<file path="config.mk">
export PLATFORM = sky130hd
export DESIGN_NAME = tic_tac_move_entry_flat
export DESIGN_NICKNAME = d
export VERILOG_FILES = /design/src/rtl/tic_tac_move_entry_pkg.sv /design/src/rtl/tic_tac_move_entry_if.sv /design/src/rtl/tic_tac_move_entry_sync_edge.sv /design/src/rtl/tic_tac_move_entry.sv /design/src/flat_wrapper.sv
export SDC_FILE = /design/constraint.sdc
export NUM_CORES = 1
export LEC_CHECK = 0
export CAP_MARGIN = 20
export CORE_MARGIN = 3
export CORE_UTILIZATION = 47
export DETAILED_ROUTE_END_ITERATION = 8
export PLACE_DENSITY = 0.8
export SYNTH_ARGS = -nofsm -noshare
export SYNTH_HDL_FRONTEND = slang
export SYNTH_SLANG_ARGS = --single-unit
</file>
<file path="constraint.sdc">
create_clock -name clock -period 3.1 [get_ports clock]
set_input_delay 0.465 -clock clock [delete_from_list [all_inputs] [get_ports clock]]
set_output_delay 0.465 -clock clock [all_outputs]
set_load 0.05 [all_outputs]
</file>
<file path="src/rtl/tic_tac_move_entry_pkg.sv">
// =============================================================================
// tic_tac_pkg : shared types and helpers for the tic-tac-toe move-entry block
// Revision    : 1.0
// =============================================================================
`default_nettype none

package tic_tac_pkg;

  localparam int         NUM_SQ  = 9;
  localparam logic [3:0] NO_MOVE = 4'd0;

  typedef enum logic [1:0] {
    IDLE   = 2'd0,
    ISSUE  = 2'd1,
    WAIT_C = 2'd2,
    DONE   = 2'd3
  } entry_state_t;

  // Squares are numbered 1..9; anything else maps to an empty bitmap.
  function automatic logic [NUM_SQ-1:0] sq_onehot(input logic [3:0] sq);
    sq_onehot = '0;
    if (sq >= 4'd1 && sq <= 4'd9) begin
      sq_onehot = {{(NUM_SQ-1){1'b0}}, 1'b1} << (sq - 4'd1);
    end
  endfunction

endpackage

`default_nettype wire

</file>
<file path="src/rtl/tic_tac_move_entry_if.sv">
// =============================================================================
// tic_tac_move_entry_if : board-entry / FSM handshake bundle
// Revision              : 1.0
// =============================================================================
`default_nettype none

interface tic_tac_move_entry_if;
  import tic_tac_pkg::*;

  logic [3:0]        sw;
  logic              enter;
  logic [3:0]        cMove;
  logic              win;
  logic [3:0]        hMove;
  logic              hMoveValid;
  logic              illegal;
  logic [NUM_SQ-1:0] humanBoard;
  logic [NUM_SQ-1:0] compBoard;
  logic              gameOver;
  logic              compWon;
  logic              draw;

  // master: switches/buttons and the player FSM; slave: the entry block
  modport master (
    output sw, enter, cMove, win,
    input  hMove, hMoveValid, illegal, humanBoard, compBoard,
           gameOver, compWon, draw
  );

  modport slave (
    input  sw, enter, cMove, win,
    output hMove, hMoveValid, illegal, humanBoard, compBoard,
           gameOver, compWon, draw
  );

endinterface

`default_nettype wire

</file>
<file path="src/rtl/tic_tac_move_entry_sync_edge.sv">
// =============================================================================
// tic_tac_sync_chain / tic_tac_sync_edge : multi-flop synchronizer, and the
// same chain followed by a registered rising-edge pulse.   Revision : 1.0
// =============================================================================
`default_nettype none

module tic_tac_sync_chain #(
  parameter int WIDTH       = 1,
  parameter int SYNC_STAGES = 2
) (
  input  wire logic             clock,
  input  wire logic             reset,
  input  wire logic [WIDTH-1:0] async_in,
  output logic      [WIDTH-1:0] sync_out
);

  logic [SYNC_STAGES-1:0][WIDTH-1:0] sync_q;
  logic [SYNC_STAGES-1:0][WIDTH-1:0] sync_d;

  always_comb begin
    sync_d = {sync_q[SYNC_STAGES-2:0], async_in};
  end

  always_ff @(posedge clock) begin
    if (reset) begin
      sync_q <= '0;
    end else begin
      sync_q <= sync_d;
    end
  end

  assign sync_out = sync_q[SYNC_STAGES-1];

endmodule

module tic_tac_sync_edge #(
  parameter int SYNC_STAGES = 2
) (
  input  wire logic clock,
  input  wire logic reset,
  input  wire logic async_in,
  output logic      rise_pulse
);

  logic sync_lvl;
  logic prev_q, prev_d;
  logic pulse_q, pulse_d;

  tic_tac_sync_chain #(
    .WIDTH       (1),
    .SYNC_STAGES (SYNC_STAGES)
  ) u_chain (
    .clock    (clock),
    .reset    (reset),
    .async_in (async_in),
    .sync_out (sync_lvl)
  );

  // Pulse is registered so a press costs SYNC_STAGES+1 cycles end to end.
  always_comb begin
    prev_d  = sync_lvl;
    pulse_d = sync_lvl & ~prev_q;
  end

  always_ff @(posedge clock) begin
    if (reset) begin
      prev_q  <= 1'b0;
      pulse_q <= 1'b0;
    end else begin
      prev_q  <= prev_d;
      pulse_q <= pulse_d;
    end
  end

  assign rise_pulse = pulse_q;

endmodule

`default_nettype wire

</file>
<file path="src/rtl/tic_tac_move_entry.sv">
// =============================================================================
// tic_tac_move_entry : synchronizes human entry, tracks both boards, screens
// illegal moves and records the computer's reply.          Revision : 1.0
// =============================================================================
`default_nettype none

module tic_tac_move_entry
  import tic_tac_pkg::*;
#(
  parameter int SYNC_STAGES   = 2,
  parameter int COMP_FIRST_SQ = 5
) (
  input wire logic            clock,
  input wire logic            reset,
  tic_tac_move_entry_if.slave bus
);

  localparam logic [NUM_SQ-1:0] COMP_INIT  = sq_onehot(4'(COMP_FIRST_SQ));
  localparam logic [NUM_SQ-1:0] FULL_BOARD = '1;

  logic [3:0] sw_sync;
  logic       ent_pulse;

  entry_state_t      state_q,       state_d;
  logic [3:0]        hmove_q,       hmove_d;
  logic              hmove_valid_q, hmove_valid_d;
  logic              illegal_q,     illegal_d;
  logic [NUM_SQ-1:0] human_q,       human_d;
  logic [NUM_SQ-1:0] comp_q,        comp_d;
  logic              game_over_q,   game_over_d;
  logic              comp_won_q,    comp_won_d;
  logic              draw_q,        draw_d;

  logic [NUM_SQ-1:0] sw_oh;
  logic [NUM_SQ-1:0] cmove_oh;
  logic [NUM_SQ-1:0] taken;

  tic_tac_sync_chain #(
    .WIDTH       (4),
    .SYNC_STAGES (SYNC_STAGES)
  ) u_sw_sync (
    .clock    (clock),
    .reset    (reset),
    .async_in (bus.sw),
    .sync_out (sw_sync)
  );

  tic_tac_sync_edge #(
    .SYNC_STAGES (SYNC_STAGES)
  ) u_enter_sync (
    .clock      (clock),
    .reset      (reset),
    .async_in   (bus.enter),
    .rise_pulse (ent_pulse)
  );

  always_comb begin
    state_d       = state_q;
    hmove_d       = hmove_q;
    hmove_valid_d = 1'b0;
    illegal_d     = 1'b0;
    human_d       = human_q;
    comp_d        = comp_q;
    game_over_d   = game_over_q;
    comp_won_d    = comp_won_q;
    draw_d        = draw_q;

    sw_oh    = sq_onehot(sw_sync);
    cmove_oh = sq_onehot(bus.cMove);
    taken    = human_q | comp_q;

    case (state_q)
      IDLE: begin
        // An empty one-hot means out of range, so legality is one test.
        if (ent_pulse) begin
          if ((sw_oh != '0) && ((sw_oh & taken) == '0)) begin
            hmove_d       = sw_sync;
            hmove_valid_d = 1'b1;
            state_d       = ISSUE;
          end else begin
            illegal_d = 1'b1;
          end
        end
      end
      ISSUE: begin
        human_d = human_q | sq_onehot(hmove_q);
        if ((human_d | comp_q) == FULL_BOARD) begin
          state_d     = DONE;
          game_over_d = 1'b1;
          draw_d      = 1'b1;
        end else begin
          state_d = WAIT_C;
        end
      end
      WAIT_C: begin
        if ((cmove_oh & taken) == '0) begin
          comp_d = comp_q | cmove_oh;
        end
        if (bus.win) begin
          state_d     = DONE;
          game_over_d = 1'b1;
          comp_won_d  = 1'b1;
        end else if ((human_q | comp_d) == FULL_BOARD) begin
          state_d     = DONE;
          game_over_d = 1'b1;
          draw_d      = 1'b1;
        end else begin
          state_d = IDLE;
        end
      end
      DONE: begin
        state_d = DONE;
      end
      default: begin
        state_d = IDLE;
      end
    endcase
  end

  always_ff @(posedge clock) begin
    if (reset) begin
      state_q       <= IDLE;
      hmove_q       <= NO_MOVE;
      hmove_valid_q <= 1'b0;
      illegal_q     <= 1'b0;
      human_q       <= '0;
      comp_q        <= COMP_INIT;
      game_over_q   <= 1'b0;
      comp_won_q    <= 1'b0;
      draw_q        <= 1'b0;
    end else begin
      state_q       <= state_d;
      hmove_q       <= hmove_d;
      hmove_valid_q <= hmove_valid_d;
      illegal_q     <= illegal_d;
      human_q       <= human_d;
      comp_q        <= comp_d;
      game_over_q   <= game_over_d;
      comp_won_q    <= comp_won_d;
      draw_q        <= draw_d;
    end
  end

  assign bus.hMove      = hmove_q;
  assign bus.hMoveValid = hmove_valid_q;
  assign bus.illegal    = illegal_q;
  assign bus.humanBoard = human_q;
  assign bus.compBoard  = comp_q;
  assign bus.gameOver   = game_over_q;
  assign bus.compWon    = comp_won_q;
  assign bus.draw       = draw_q;

endmodule

`default_nettype wire
</file>
<file path="src/flat_wrapper.sv">
// flat-port wrapper written by rule: the top's interface ports become plain ports
module tic_tac_move_entry_flat import tic_tac_pkg::*;
#(
  parameter int SYNC_STAGES   = 2,
  parameter int COMP_FIRST_SQ = 5
)
  (clock, reset, bus_sw, bus_enter, bus_cMove, bus_win, bus_hMove, bus_hMoveValid, bus_illegal, bus_humanBoard, bus_compBoard, bus_gameOver, bus_compWon, bus_draw);
  tic_tac_move_entry_if bus_i ();
  input wire logic clock;
  input wire logic reset;
  input wire logic [$bits(bus_i.sw)-1:0] bus_sw;
  input wire logic [$bits(bus_i.enter)-1:0] bus_enter;
  input wire logic [$bits(bus_i.cMove)-1:0] bus_cMove;
  input wire logic [$bits(bus_i.win)-1:0] bus_win;
  output wire logic [$bits(bus_i.hMove)-1:0] bus_hMove;
  output wire logic [$bits(bus_i.hMoveValid)-1:0] bus_hMoveValid;
  output wire logic [$bits(bus_i.illegal)-1:0] bus_illegal;
  output wire logic [$bits(bus_i.humanBoard)-1:0] bus_humanBoard;
  output wire logic [$bits(bus_i.compBoard)-1:0] bus_compBoard;
  output wire logic [$bits(bus_i.gameOver)-1:0] bus_gameOver;
  output wire logic [$bits(bus_i.compWon)-1:0] bus_compWon;
  output wire logic [$bits(bus_i.draw)-1:0] bus_draw;
  assign bus_i.sw = bus_sw;
  assign bus_i.enter = bus_enter;
  assign bus_i.cMove = bus_cMove;
  assign bus_i.win = bus_win;
  assign bus_hMove = bus_i.hMove;
  assign bus_hMoveValid = bus_i.hMoveValid;
  assign bus_illegal = bus_i.illegal;
  assign bus_humanBoard = bus_i.humanBoard;
  assign bus_compBoard = bus_i.compBoard;
  assign bus_gameOver = bus_i.gameOver;
  assign bus_compWon = bus_i.compWon;
  assign bus_draw = bus_i.draw;
  tic_tac_move_entry #(.SYNC_STAGES(SYNC_STAGES), .COMP_FIRST_SQ(COMP_FIRST_SQ)) u_core (.clock(clock), .reset(reset), .bus(bus_i));
endmodule
</file>
; ---- Word level (Yosys, flattened, before mapping)
; Cells that the tools add are included.
[word_totals]
in_bits = 12
word_cells = 84
ff_bits = 41
[classes]
n_addsub = 3
bitwise_logic = 11
n_shift = 3
magnitude_cmp = 6
reduce_logical = 15
n_eq_ne = 11
n_mux = 20
[op_table]
columns = cell, n
row1 = 9-bit two-way mux, 6
row2 = 9-bit bitwise OR, 5
row3 = "1-bit by 4-bit left shift with 9-bit output, first input constant", 3
row4 = 9-bit AND, 2
row5 = "9-bit equality test, second input constant", 2
row6 = 9-bit zero test, 2
row7 = "4-bit by 1-bit >= comparator with 1-bit output, second input constant", 3
row8 = "4-bit less-or-equal comparator, second input constant", 3
row9 = "4-bit by 1-bit subtractor with 4-bit output, second input constant", 3
row10 = 9-bit nonzero test, 1
row11 = 2-bit two-way mux, 4
row12 = 2-bit case mux with 4 select lines, 1
row13 = 1-bit two-way mux, 7
row14 = "2-bit by 1-bit != test with 1-bit output, second input constant", 3
row15 = 3-bit AND reduction, 2
row16 = "2-bit equality test, second input constant", 2
row17 = 1-bit logical AND, 4
row18 = "2-bit != test, second input constant", 2
row19 = 1-bit case mux with 2 select lines, 2
row20 = 2-bit AND reduction, 2
row21 = 4-bit AND reduction, 1
row22 = "3-bit by 2-bit != test with 1-bit output, second input constant", 1
row23 = 1-bit NOT, 3
row24 = 3-bit OR reduction, 1
row25 = other kinds (4), 4

; ---- Longest topological paths before layout
[depth]
ltp_word = 12
depth_mapped = 12
mapped_depth_nobuf = 10

; ---- Cells and area by module
; From an unflattened synthesis, not the netlist that was laid out.
[hier_totals]
cells_unflattened = 234
hier_area_um2 = 1999.4
[modules_own_cells]
columns = mod, instances, cells_per_inst, area_each_um2, seq_area_each_um2
row1 = tic_tac_move_entry, 1, 210, 1677.9, 580.6
row2 = tic_tac_sync_chain at u_core.u_sw_sync, 1, 16, 210.2, 160.2
row3 = tic_tac_sync_edge, 1, 4, 58.8, 40.0
row4 = tic_tac_sync_chain at u_core.u_enter_sync.u_chain, 1, 4, 52.6, 40.0

; ---- Worst setup path after synthesis
; Ideal clock, no wire load.
[synth_path]
path_type = register to register
startpoint = register u_core.hmove_q[0] (netlist: u_core.bus.hMove[0])
endpoint = register u_core.state_q[0]
t_arrival_ns = 2.598
setup_time_ns = 0.086
stages_incl_launch_ff = 12
required_ns = 3.014
n_path_buf = 2
path_slack_ns = 0.416
cell_sequence = dfxtp_1 > clkbuf_1 > nor2_1 > ha_1 > clkbuf_1 > and4b_1 > nor2b_1 > a2bb2oi_1 > nand4_1 > nor2_1 > nor2_1 > a221oi_2
[synth_via]
elab_chain_cells = 9
[synth_rtl]
columns = item, line_no
row1 = start: declaration, tic_tac_move_entry.sv:25  ; logic [3:0] hmove_q, hmove_d;
row2 = start signal: assignment, tic_tac_move_entry.sv:133  ; hmove_q <= hmove_d;
row3 = "4-bit by 1-bit subtractor with 4-bit output, or another cell as far along", tic_tac_move_entry_pkg.sv:23  ; sq_onehot = {{(NUM_SQ-1){1'b0}}, 1'b1} << (sq - 4'd1);
row4 = 1-bit by 4-bit left shift with 9-bit output or 1-bit logical AND (tied branches), "tic_tac_move_entry_pkg.sv:23, tic_tac_move_entry_pkg.sv:22"
row5 = 9-bit two-way mux *, tic_tac_move_entry_pkg.sv:22  ; if (sq >= 4'd1 && sq <= 4'd9) begin
row6 = 9-bit two-way mux *, tic_tac_move_entry.sv:72  ; case (state_q)
row7 = 9-bit bitwise OR *, tic_tac_move_entry.sv:86  ; human_d = human_q | sq_onehot(hmove_q);
row8 = 9-bit bitwise OR *, tic_tac_move_entry.sv:87  ; if ((human_d | comp_q) == FULL_BOARD) begin
row9 = 9-bit equality test *, tic_tac_move_entry.sv:87
row10 = 1-bit two-way mux *, tic_tac_move_entry.sv:87
row11 = 2-bit case mux with 4 select lines *, tic_tac_move_entry.sv:72
row12 = end signal: assignment, tic_tac_move_entry.sv:132  ; state_q <= state_d;
row13 = end: declaration, tic_tac_move_entry.sv:24  ; entry_state_t state_q, state_d;
; Mark *: on every way between the ends. The rest lies on a longest branch, timed or not. The select of a mux whose other input is x is not followed.
; A chain may end at the register's enable or synchronous reset.

; ---- Worst setup path after layout
[layout_path]
startpoint = input port bus_cMove[2]
endpoint = register u_core.state_q[0]
[layout_via]
elab_chain_cells = 12
[layout_rtl]
columns = item, line_no
row1 = start: declaration, flat_wrapper.sv:13  ; input wire logic [$bits(bus_i.cMove)-1:0] bus_cMove;
row2 = "4-bit by 1-bit subtractor with 4-bit output, or another cell as far along", tic_tac_move_entry_pkg.sv:23
row3 = 1-bit by 4-bit left shift with 9-bit output or 1-bit logical AND (tied branches), "tic_tac_move_entry_pkg.sv:23, tic_tac_move_entry_pkg.sv:22"
row4 = 9-bit two-way mux *, tic_tac_move_entry_pkg.sv:22
row5 = 9-bit AND, tic_tac_move_entry.sv:96  ; if ((cmove_oh & taken) == '0) begin
row6 = 9-bit zero test, tic_tac_move_entry.sv:96
row7 = 9-bit two-way mux *, tic_tac_move_entry.sv:96
row8 = 9-bit two-way mux *, tic_tac_move_entry.sv:72
row9 = 9-bit bitwise OR *, tic_tac_move_entry.sv:103  ; end else if ((human_q | comp_d) == FULL_BOARD) begin
row10 = 9-bit equality test *, tic_tac_move_entry.sv:103
row11 = 2-bit two-way mux *, tic_tac_move_entry.sv:103
row12 = 2-bit two-way mux *, tic_tac_move_entry.sv:99  ; if (bus.win) begin
row13 = 2-bit case mux with 4 select lines *, tic_tac_move_entry.sv:72
; Marked as above.

==> run metrics <==
Yosys warning count 0; unique cell type count in the Yosys netlist 55; x dimension of the die 72.9 um; CTS Buffer Depth 2; total of max-cap violations 0; maximum fanout encountered on the critical timing path 6; via count of the first global-routing pass 1,817; Final GP Congestion 0.845; Endpoint, Worst Hold u_core.u_enter_sync.rise_pulse; Yosys reg bits 41; Commonest cells post-synth dfxtp_1, nor2_1, nor2b_1; min-delay src u_core.u_enter_sync.prev_q; portion of the clock cycle consumed by the worst path in the final layout 90.3%; top-count cell post-synth dfxtp_1; final number of hold-violating endpoints 0; Tot GR Track Use 19.8%; clk root buf clkbuf_8; sequential cell area fraction in the yosys report 39.0%; CTS buffer count 5; leftover overflow at the end of global routing 0; half-perimeter wire length after placement 3640 um; area of the die 5320 um2; fmax 357 MHz; core box area 4140 um2; cts repair resizes 0; I/O pin count 39; cell count of the worst reg-to-reg path 9; top cell type by total area after synthesis dfxtp_1; ANT cells 0; growth of design area from synthesis to finish 24.9%; CP Class input pin to flop; Mapped Avg Cell Area 8.66 um2; Worst-Margin Slew 0.629 ns; htree depth 2; final wirelength 4850 um; Post-synth EDFFs 0; Setup TNS Final 0 ns; TritonCTS clock tree built; Async SR Flop Fraction 0%; DRT iter0 DRCs 196; postcts setup bufs 0; starting utilization of the core area 50.8%; capture instance of the worst register-to-register path u_core.state_q[0]; multi-input combinational cell area 1190 um2; kind of capture point of the worst setup path flop; leakage power of the design 0.984 nW; unrepaired setup endpoints after global routing no; fill cell count 383; clock-pin transition on the worst setup and hold timing paths 0.08 ns; total power consumption of the routed design 1.22 mW; run status finished clean; Area contributors post-synth dfxtp_1, nor2_1, ha_1; routed vias/inst 5.76; final antenna-violating net count 0; hold-fix buffer count after cts 0; fin crit period 2.80 ns; DR DRC count 0; origin of the critical flop-to-flop path u_core.bus.hMove[0]; final-report setup violation count 0; Power Dens Cells 466 nW/um2; clock sink count 41; wire length of the first global-routing pass 8150 um; proportion of netlist area held by the largest area contributor 39.0%; number of core rows 23; Layout Skew 0.00771 ns; Max Transition Viols Final 0; total vias in the final route 1,919; height of the die 72.9 um; worst skew pair latency 0.30 ns; number of instances on the worst hold path 1; sequential cell area 821 um2; drt first pass iters 5; maximum VDD drop 0.405 mV; pin count of the biggest net entering global routing 28; most instantiated flip-flop cell in the synthesis netlist dfxtp_1; worst-case headroom to the max-slew limit 58.0%; Layout Nets 303; worst setup slack for register-to-register paths 0.62 ns; required time of the critical path 3.32 ns; arrival time at the worst endpoint 3.01 ns; startpoint types input pin; mapped cell area 2100 um2; Routed wire per std cell 14.6 um; Hold/Removal Path Class flop to flop; layout cells sized above 1 9.89%; number of buffer cells added on primary ports 38; instance count of the mapped netlist 243; nets in the synthesized netlist 264; number of antenna violations at the first check in global routing 0
[worst max path at each step]
stage                                    to                start  slack, ns
final                     u_core.state_q[0]         bus_cMove[2]       0.30
after global placement    u_core.state_q[0]         bus_cMove[2]       0.11
after CTS                 u_core.state_q[0]         bus_cMove[2]       0.30
after floorplan           u_core.state_q[0]  u_core.bus.hMove[0]       0.42
after detailed placement  u_core.state_q[0]         bus_cMove[2]       0.01
after global routing        u_core.bus.draw         bus_cMove[2]       0.06
[layout make-up]
| class | instances | area share [%] |
|---|---|---|
| repair buffers | 43 | 16.4 |
| inverters | 10 | 1.43 |
| flip-flops and latches | 41 | 31.2 |
| clock buffers | 5 | 2.62 |
| well taps | 50 | 2.38 |
| multi-input cells | 181 | 45.3 |
| clock inverters | 3 | 0.667 |
[report_power, final]
part           switching, mW  internal [mW]
registers             0.0218          0.556
clock network          0.188          0.155
logic                  0.178          0.124
[cell usage in the layout, fill, tap and decap left out, types with 2 or more instances in the layout]
cell type,count
nor2_2,3
a41oi_1,3
inv_1,10
buf_4,4
o31a_1,2
mux2i_1,4
clkinv_2,2
and3_1,2
nor3b_1,7
nor3_1,6
o31ai_1,2
nand2b_1,3
nor2b_1,16
clkbuf_8,5
ha_1,9
nand2_1,12
nand3_1,5
nand4_1,5
a21oi_1,14
clkdlybuf4s50_1,38
a31oi_1,7
dfxtp_1,41
nand4b_1,2
nor2_1,39
o21ai_0,9
[critical path, cell delays in order]
cell	delay [ns]
clkdlybuf4s50_1	0.52
inv_1	0.08
ha_1	0.37
nor2_2	0.08
buf_4	0.15
nand3b_1	0.07
o221a_2	0.23
nand4b_1	0.10
a222oi_1	0.39
a41o_1	0.24
a211oi_2	0.09
a221oi_2	0.22
[flip-flops by register name (all words and copies together) (netlist names), 2 cells and up]
signal / count
u_core.bus.compBoard: 9
u_core.bus.humanBoard: 9
u_core.bus.hMove: 4
u_core.u_sw_sync.sync_d: 4
u_core.u_sw_sync.sync_out: 4
u_core.state_q: 2
[per-layer routing]
metal,share of wire [%],up-vias,track usage [%]
met5,0,-,0
met4,1.4,0,6.76
met3,5.7,7,6.47
met2,48,52,32.1
met1,45,914,24.6
li1,-,946,-
[metrics by stage]
stage / worst slack, ns / utilization (%) / hold slack [ns] / area [um2] / instances
after global placement: 0.108 / 61.3 / 0.373 / 2540 / 325
final: 0.301 / 63.4 / 0.391 / 2630 / 333
after global routing: 0.0579 / 63.4 / 0.401 / 2630 / 333
after CTS: 0.303 / 63.4 / 0.394 / 2630 / 333
after floorplan: 0.416 / - / 0.367 / 2100 / 243
after detailed placement: 0.0132 / 61.3 / 0.382 / 2540 / 325
[logic make-up after synthesis]
group | count (synthesis) | share of synthesized area [%]
flops | 41 | 39.0
simple gates | 108 | 26.8
compound gates | 56 | 20.0
mux | 6 | 3.15
fa+ha+maj | 9 | 5.35
buf+inv | 21 | 4.46
xor+xnor | 2 | 1.19
(Power assumes the default switching activity.)
